## src/rtl/microseq_pkg.sv

```systemverilog
// Shared encodings for the microcode sequencer: branch types, next-address
// select codes, FSM state codes and the default micro-address width.
// Build option: MICROSEQ_CALL_RET_EN enables the one-entry CALL/RET return
// register in the top module.
package microseq_pkg;

  // Default micro-address width
  localparam int ADDR_W_DEFAULT = 16;

  // Branch field of the current micro-word
  typedef enum logic [2:0] {
    BR_NEXT = 3'd0,
    BR_JUMP = 3'd1,
    BR_MAP  = 3'd2,
    BR_JZ   = 3'd3,
    BR_JNZ  = 3'd4,
    BR_HALT = 3'd5,
    BR_CALL = 3'd6,
    BR_RET  = 3'd7
  } br_type_e;

  // Next-address select codes; code 3 is never produced
  localparam logic [1:0] SEL_INC  = 2'd0;
  localparam logic [1:0] SEL_JUMP = 2'd1;
  localparam logic [1:0] SEL_MAP  = 2'd2;

  // Sequencer FSM states
  localparam logic [1:0] ST_IDLE = 2'd0;
  localparam logic [1:0] ST_RUN  = 2'd1;
  localparam logic [1:0] ST_DONE = 2'd2;

  // True when a conditional branch (JZ/JNZ) takes its jump target.
  // Unconditional or non-branch types return 0.
  function automatic logic cond_taken(input logic [2:0] br, input logic zf);
    logic taken;
    taken = 1'b0;
    if (br == BR_JZ) begin
      taken = zf;
    end else if (br == BR_JNZ) begin
      taken = ~zf;
    end
    return taken;
  endfunction

endpackage

```

## src/rtl/microcode_sequencer_upc_next_mux.sv

```systemverilog
// Next micro-address selector: picks increment, jump or map address by sel.
// The unused code 3 falls back to the jump path.
module upc_next_mux
  import microseq_pkg::*;
#(
  parameter int ADDR_W = ADDR_W_DEFAULT
) (
  input  logic [1:0]        sel,
  input  logic [ADDR_W-1:0] inc_addr,
  input  logic [ADDR_W-1:0] jump_addr,
  input  logic [ADDR_W-1:0] map_addr,
  output logic [ADDR_W-1:0] next_addr
);

  // 3:1 address selection, jump path as the default leg
  always_comb begin
    next_addr = jump_addr;
    case (sel)
      SEL_INC:  next_addr = inc_addr;
      SEL_MAP:  next_addr = map_addr;
      default:  next_addr = jump_addr;
    endcase
  end

endmodule

```

## src/rtl/microcode_sequencer.sv

```systemverilog
// Micro-program counter sequencer for one matrix-multiply core.
// Decodes the current micro-word's branch field and the zero flag into a
// next-address select, registers the next uPC, and runs the
// start / busy / done handshake with the core controller.
// Build option: MICROSEQ_CALL_RET_EN adds a one-entry return register so
// CALL/RET work; without it CALL and RET behave like NEXT.
module microcode_sequencer
  import microseq_pkg::*;
#(
  parameter int                ADDR_W     = ADDR_W_DEFAULT,
  parameter logic [ADDR_W-1:0] START_ADDR = '0
) (
  input  logic              clk,
  input  logic              rst_n,
  input  logic              start,
  input  logic              stall,
  input  logic [2:0]        br_type,
  input  logic [ADDR_W-1:0] jump_target,
  input  logic [ADDR_W-1:0] map_addr,
  input  logic              zero_flag,
  output logic [ADDR_W-1:0] upc,
  output logic [1:0]        sel,
  output logic              busy,
  output logic              done
);

  localparam logic [ADDR_W-1:0] ADDR_ONE = {{(ADDR_W-1){1'b0}}, 1'b1};

  logic [1:0]        state_q, state_d;
  logic [ADDR_W-1:0] upc_q, upc_d;

  logic [1:0]        sel_dec;
  logic              halt_req;
  logic              advance;
  logic [ADDR_W-1:0] inc_addr;
  logic [ADDR_W-1:0] jump_path_addr;
  logic [ADDR_W-1:0] next_addr;

`ifdef MICROSEQ_CALL_RET_EN
  logic [ADDR_W-1:0] ret_q, ret_d;
  logic              call_req;
  logic              ret_req;
`endif

  // Increment wraps modulo 2^ADDR_W with no carry out
  assign inc_addr = upc_q + ADDR_ONE;

  // The uPC only moves while running and not stalled
  assign advance = (state_q == ST_RUN) && !stall;

  // Branch decode: select code, halt request and jump-path source.
  // Decode is live while stalled so sel always reflects the current word.
  always_comb begin
    sel_dec        = SEL_INC;
    halt_req       = 1'b0;
    jump_path_addr = jump_target;
`ifdef MICROSEQ_CALL_RET_EN
    call_req       = 1'b0;
    ret_req        = 1'b0;
`endif
    if (state_q == ST_RUN) begin
      case (br_type)
        BR_NEXT: sel_dec = SEL_INC;
        BR_JUMP: sel_dec = SEL_JUMP;
        BR_MAP:  sel_dec = SEL_MAP;
        BR_JZ,
        BR_JNZ:  sel_dec = cond_taken(br_type, zero_flag) ? SEL_JUMP : SEL_INC;
        BR_HALT: begin
          sel_dec  = SEL_INC;
          halt_req = 1'b1;
        end
`ifdef MICROSEQ_CALL_RET_EN
        BR_CALL: begin
          sel_dec  = SEL_JUMP;
          call_req = 1'b1;
        end
        // The return address leaves on the jump leg of the mux
        BR_RET: begin
          sel_dec        = SEL_JUMP;
          ret_req        = 1'b1;
          jump_path_addr = ret_q;
        end
`else
        BR_CALL,
        BR_RET:  sel_dec = SEL_INC;
`endif
        default: sel_dec = SEL_INC;
      endcase
    end
  end

  upc_next_mux #(
    .ADDR_W    (ADDR_W)
  ) u_next_mux (
    .sel       (sel_dec),
    .inc_addr  (inc_addr),
    .jump_addr (jump_path_addr),
    .map_addr  (map_addr),
    .next_addr (next_addr)
  );

  // FSM and uPC next-state: stall outranks every branch type, HALT included
  always_comb begin
    state_d = state_q;
    upc_d   = upc_q;
    case (state_q)
      ST_IDLE: begin
        if (start) begin
          state_d = ST_RUN;
          upc_d   = START_ADDR;
        end
      end
      ST_RUN: begin
        if (advance) begin
          if (halt_req) begin
            state_d = ST_DONE;
          end else begin
            upc_d = next_addr;
          end
        end
      end
      ST_DONE: begin
        state_d = ST_IDLE;
      end
      default: begin
        state_d = ST_IDLE;
      end
    endcase
  end

  // State and uPC registers
  always_ff @(posedge clk or negedge rst_n) begin
    if (!rst_n) begin
      state_q <= ST_IDLE;
      upc_q   <= '0;
    end else begin
      state_q <= state_d;
      upc_q   <= upc_d;
    end
  end

`ifdef MICROSEQ_CALL_RET_EN
  // Return register next value: a CALL captures the fall-through address;
  // nested calls simply overwrite it
  always_comb begin
    ret_d = ret_q;
    if (advance && call_req) begin
      ret_d = inc_addr;
    end
  end

  // One-entry return register
  always_ff @(posedge clk or negedge rst_n) begin
    if (!rst_n) begin
      ret_q <= '0;
    end else begin
      ret_q <= ret_d;
    end
  end
`endif

  assign upc  = upc_q;
  assign sel  = sel_dec;
  assign busy = (state_q == ST_RUN);
  assign done = (state_q == ST_DONE);

endmodule
```

## config.mk

```make
export PLATFORM = sky130hd
export DESIGN_NAME = microcode_sequencer
export DESIGN_NICKNAME = d
export VERILOG_FILES = /design/src/rtl/microseq_pkg.sv /design/src/rtl/microcode_sequencer_upc_next_mux.sv /design/src/rtl/microcode_sequencer.sv
export SDC_FILE = /design/constraint.sdc
export NUM_CORES = 1
export LEC_CHECK = 0
export CORE_MARGIN = 3
export CORE_UTILIZATION = 25
export DETAILED_ROUTE_END_ITERATION = 12
export GPL_TIMING_DRIVEN = 1
export PLACE_DENSITY = 0.5
export REMOVE_ABC_BUFFERS = 1
export SLEW_MARGIN = 10
export SYNTH_ARGS = -nofsm -noshare
export SYNTH_HDL_FRONTEND = slang
export SYNTH_SLANG_ARGS = --single-unit
```

## constraint.sdc

```tcl
create_clock -name clk -period 4.65 [get_ports clk]
set_input_delay 0.93 -clock clk [delete_from_list [all_inputs] [get_ports clk]]
set_output_delay 0.93 -clock clk [all_outputs]
set_load 0.02 [all_outputs]
```

==> impl_metrics.yaml <==
run_status:
  outcome: "complete, no violations"
floorplan:
  io_pins: 60
  std_cell_rows: 25
  start_util_pct: 26.2
  die_height_um: 76.8
  fp.dieW_um: 76.8
  dieArea_um2: 5900
  core_area_um2: 4790
cts:
  clk_pin_slew_ps: 90
  cts_tree: "yes"
  cts.sinks: 18
  cts.repair.resized: 0
  post-cts-setup-buffers: 0
  clock_latency_ps: 260
  cts-root-buf: "clkbuf_8"
  holdBufCountCts: 0
  htreeDepth: 1
  clk_path_buf_depth: 2
  cts-buffers-inserted: 3
worst_hold_path:
  min_path_type: "reg -> reg"
logic_synthesis:
  synthMostInstantiatedCell: "dfrtp_1"
  synth_edf_count: 0
  synth_top_area_cell: "dfrtp_1"
  avgSynthCellArea_um2: 8.41
  synth_cells: 149
  yosys_warnings: 0
  synth.area.top_cells: "dfrtp_1 36%, a221oi_1 4.9%, nand2_1 4.2%"
  async_flop_share_pct: 100
  synth-seq-cells: 18
  synth.top_cells.by_count: "18 x dfrtp_1, 14 x nand2_1, 10 x nand3_1, 10 x nor2_1, 9 x a21oi_1"
  synth-main-ff-cell: "dfrtp_1"
  ys_types: 39
  yosysTopAreaCellShare_pct: 35.9
  syn-cell-area_um2: 1250
  ys_seq_area_share_pct: 35.9
pwr:
  power_density_nw_per_um2: 415
  p_int_uw: 479
  power_frac_comb_pct: 48.8
  clkPwrFrac_pct: 16.8
  p_total_uw: 822
  power_frac_seq_pct: 34.5
  ir_drop_mv: 0.155
  power.switching_uw: 344
  cellLeakagePower_nw: 0.762
  swShare_pct: 41.8
grt:
  grt_max_degree: 19
  first_global_vias: 1462
  antenna_found_initial: 0
  grt_use_total_pct: 15.8
  grt_pass1_wl_mm: 7.46
  grt_overflow: 0
finish:
  syn_to_final_growth_pct: 57.9
  fillers: 483
  num-nets-final: 252
  antenna_cells: 0
  drive_gt1_share_pct: 5.24
  post-route-util_pct: 41.4
  stdcell_area_um2: 1980
job:
  maxCapViolCount: 0
sta:
  finClkSkew_ps: 9.25
  timing.final.ws_setup_ps: 791
  max_slew_margin_pct: 42.0
  slew_viol_final: 0
  finalCritPeriodShare_pct: 83.0
  worstMarginPinSlew_ps: 867
  period_needed_ps: 3860
  setup_tns_ps: 0
  hold_viol_final: 0
  setup_viol: 0
  rsz0062_at_grt: "false"
  fmax_mhz: 259
routing:
  wl_mm: 4.57
  wl_met1_mm: 2.07
  viasPerCell: 5.07
  post-route-drc-count: 0
  wl_met2_mm: 2.17
  vias: 1404
  highest_layer: "met4"
  wl_met3_um: 300
  drt-wirelength-per-cell_um: 16.5
  ant_nets: 0
  drtPass1Iterations: 4
  first_iter_violations: 77
place:
  place.gp.congestion: 0.841
  dp_slack_ps: 772
  dpl_cell_area_um2: 1920
  hpwl_mm: 3.39
  portBuffers: 59
worst_setup_path:
  path_max_fanout: 4
  crit_type: "in -> out"
  cp.arrival_ps: 2930
  required_ps: 3720
  start_kind: "primary input"
  critPathCaptureType: "output pin"
[per-stage QoR]
| stage | std cells | hold slack, ps |
|---|---|---|
| CTS | 277 | 584 |
| floorplan | 143 | 554 |
| global placement | 273 | 537 |
| global route | 277 | 606 |
| finish | 277 | 584 |
| detailed placement | 273 | 562 |
[routing by layer]
| layer | global-route usage, % | vias up |
|---|---|---|
| li1 | - | 689 |
| met1 | 21.6 | 656 |
| met2 | 25.4 | 57 |
| met3 | 3.29 | 2 |
| met4 | 3.26 | 0 |
| met5 | 0 | - |
[cell type report]
cell class	count	area, um^2	area share, %
clock buffers	4	55.1	2.78
well taps	67	83.8	4.24
repair buffers	63	621	31.4
inverters	5	18.8	0.948
flip-flops and latches	18	450	22.8
multi-input cells	120	751	37.9
[layout by cell type (no fill, tap or decap)]
cell              n
buf_4             4
nor2b_1           2
and2_1            1
xnor2_1           3
o2bb2ai_1         1
ha_1              1
nand4_1           3
a221oi_1          7
nand2_1          14
o211ai_1          3
or2_1             1
xor2_1            5
nand2b_4          1
a21oi_1           9
or4b_1            1
or3_1             3
nor3b_1           1
nand2b_1          4
o211ai_2          1
nand3_1          10
o22ai_1           6
and3_1            6
clkbuf_8          4
a211o_1           1
nor3_1            5
a22oi_1           4
a31oi_1           2
nor2_1           10
or3b_2            1
a211oi_1          1
dfrtp_1          18
a32o_1            2
o21ai_0           7
clkdlybuf4s50_1  59
clkinv_1          1
inv_1             4
o32a_1            1
and3b_1           1
a32oi_1           2
[worst max-delay path: stages]
cell and delay [ps]:
clkdlybuf4s50_1 450, or4b_1 560, o21ai_0 140, and2_1 230
clkdlybuf4s50_1 620
[registers in the layout (all words and copies together) (netlist names)]
name / count
upc: 16
state_q: 2
[power by group through the flow]
stage | clock [mW] | sequential (mW) | combinational, mW
global placement | 0 | 0.284 | 0.401
detailed placement | 0 | 0.285 | 0.403
CTS | 0.138 | 0.283 | 0.406
floorplan | 0 | 0.331 | 0.149
global route | 0.143 | 0.294 | 0.437
finish | 0.138 | 0.283 | 0.401
[cell families after synthesis]
kind of cell,after synthesis,share of synthesized area [%]
simple gates,64,27.0
xor+xnor,8,5.59
buf+inv,11,4.19
flops,18,35.9
compound gates,47,26.2
fa+ha+maj,1,0.998
[worst paths after layout]
check                            from         end  slack [ps]  depth (start not counted)
max                        br_type[0]      sel[0]         790                          5
min                            upc[9]      upc[9]         580                          1
max reg2reg                state_q[1]      upc[3]        2380                          5
min reg2reg                    upc[9]      upc[9]         580                          1
max in group asynchronous       rst_n  state_q[1]        2960                          1
min in group asynchronous       rst_n     upc[11]        1150                          1
Note: power is estimated with default switching activity, not from simulation.
==> RTL change, RTL diff (same settings) <==
The option `MICROSEQ_CALL_RET_EN` is turned on by a define.
--- a/src/rtl/microcode_sequencer.sv
+++ b/src/rtl/microcode_sequencer.sv
@@ -4,6 +4,8 @@
 // start / busy / done handshake with the core controller.
 // Build option: MICROSEQ_CALL_RET_EN adds a one-entry return register so
 // CALL/RET work; without it CALL and RET behave like NEXT.
+`define MICROSEQ_CALL_RET_EN
+
 module microcode_sequencer
   import microseq_pkg::*;
 #(
Formal check against the unedited RTL: not equivalent (a bounded check fails within 4 cycles, from zero or initial values and one cycle with rst_n low).
==> RTL change against the unedited design <==
  * Wire length up 43%
  * Power rose by 72%
  * Setup slack improved by 0.13 ns
  * Global-route usage is 1.9 points lower
  * Sequential share of layout area rose by 5.3 points
  * Sequential cell count increased by 16
  * Area after synthesis increased by 76%
  * Design area increased by 53%
  * Final cell count rose by 49%
  * Critical path type unchanged
==> RTL change: results (changes against the unedited design) <==
| Metric | Value |
|---|---|
| Status | completed |
| Slowest cell delay on critical path | 0.71 ns (+0.09 ns) |
| Synth top cells by count | dfrtp_1 (34), nor2_1 (30), a21oi_1 (20), nand2_1 (17) |
| WL/cell | 15.8 um (-3.9%) |
| Reg2Reg Capture Point | upc[2]$_DFFE_PN0P_ |
| Clk power | 0.000351 W (+150%) |
| Fillers | 882 (+83%) |
| Clock skew | 0.0106 ns (+0.00134 ns) |
| Worst Min Path Start | ret_q[1]$_DFFE_PN0P_ |
| Hpwl dp | 4580 um (+35%) |
| Clock Pin Slew Worst Setup and Hold Paths | 0.07 ns (-0.02 ns) |
| Pleak | 1.13 nW (+48%) |
| FF-to-FF path depth | 6 (+1) |
| Largest net degree at the start of global routing | 35 (+16) |
| Vias per cell | 4.93 (-2.6%) |
| Met3 global-route usage | 3.27% (-0.020 points) |
| Register area share after synthesis | 38.7% (+2.7 points) |
| First-pass GRT wire length | 11000 um (+47%) |
| Worst vdd ir | 151 uV (-2.5%) |
| Relative slew slack | 54.4% (+12 points) |
| Reg-to-reg slack, setup | 2.53 ns (+0.15 ns) |
| Vias in the first global route | 2126 (+45%) |
| Gp weighted congestion | 0.733 (-13%) |
| CP max FO | 11 (+7) |
| Skew-Pair Late Insertion Delay | 0.30 ns (+0.04 ns) |
| Synth top area cells | dfrtp_1 (39%), mux2_2 (8.2%), a22oi_1 (5.5%), nor2_1 (5.1%), a21oi_1 (4.5%) |
| H-tree depth | 2 (+1) |
| Total Routing Usage GR | 13.8% (-1.9 points) |
## RTL change: cell types whose count changed after synthesis, moves of 6 or more
cell / change
nor2_1: +20
inv_1: +9
a221oi_1: -6
a22oi_1: +12
mux2_2: +16
buf_2: +8
and3_1: -6
o221ai_1: +7
o22ai_1: -6
a21oi_1: +11
nor4_1: +6
nor2b_1: +7
dfrtp_1: +16
## RTL change: metal layers
| layer | vias up | routed length [um] |
|---|---|---|
| met3 | 6 | 297 |
| met4 | 0 | 57 |
| li1 | 1027 | - |
| met2 | 39 | 2990 |
| met1 | 966 | 3200 |
| met5 | - | 0 |
## RTL change: area by class of cell
| cell class | instances | share of cell area (%) |
|---|---|---|
| clock inverters | 2 | 1.98 |
| well taps | 105 | 4.33 |
| clock buffers | 6 | 2.72 |
| inverters | 13 | 1.61 |
| multi-input cells | 189 | 40.7 |
| repair buffers | 64 | 20.7 |
| flip-flops and latches | 34 | 28.0 |
## RTL change: logic make-up (layout without fill, tap and decap cells)
family | count (synthesis) | count (layout) | share of synthesized area [%]
compound gates | 70 | 70 | 21.0
xor+xnor | 6 | 6 | 2.39
fa+ha+maj | 1 | 1 | 0.568
buf+inv | 27 | 85 | 5.23
flops | 34 | 34 | 38.7
mux | 17 | 17 | 8.64
simple gates | 95 | 95 | 23.5
## RTL change: metrics by stage
step	cell area (sq um)	power [W]	setup WS (ns)	std cells
detailed placement	2890	0.00107	0.889	405
floorplan	2130	0.000821	2.03	236
CTS	3040	0.00143	0.878	413
finish	3040	0.00141	0.917	413
global route	3040	0.00151	0.750	413
global placement	2890	0.00106	0.884	405
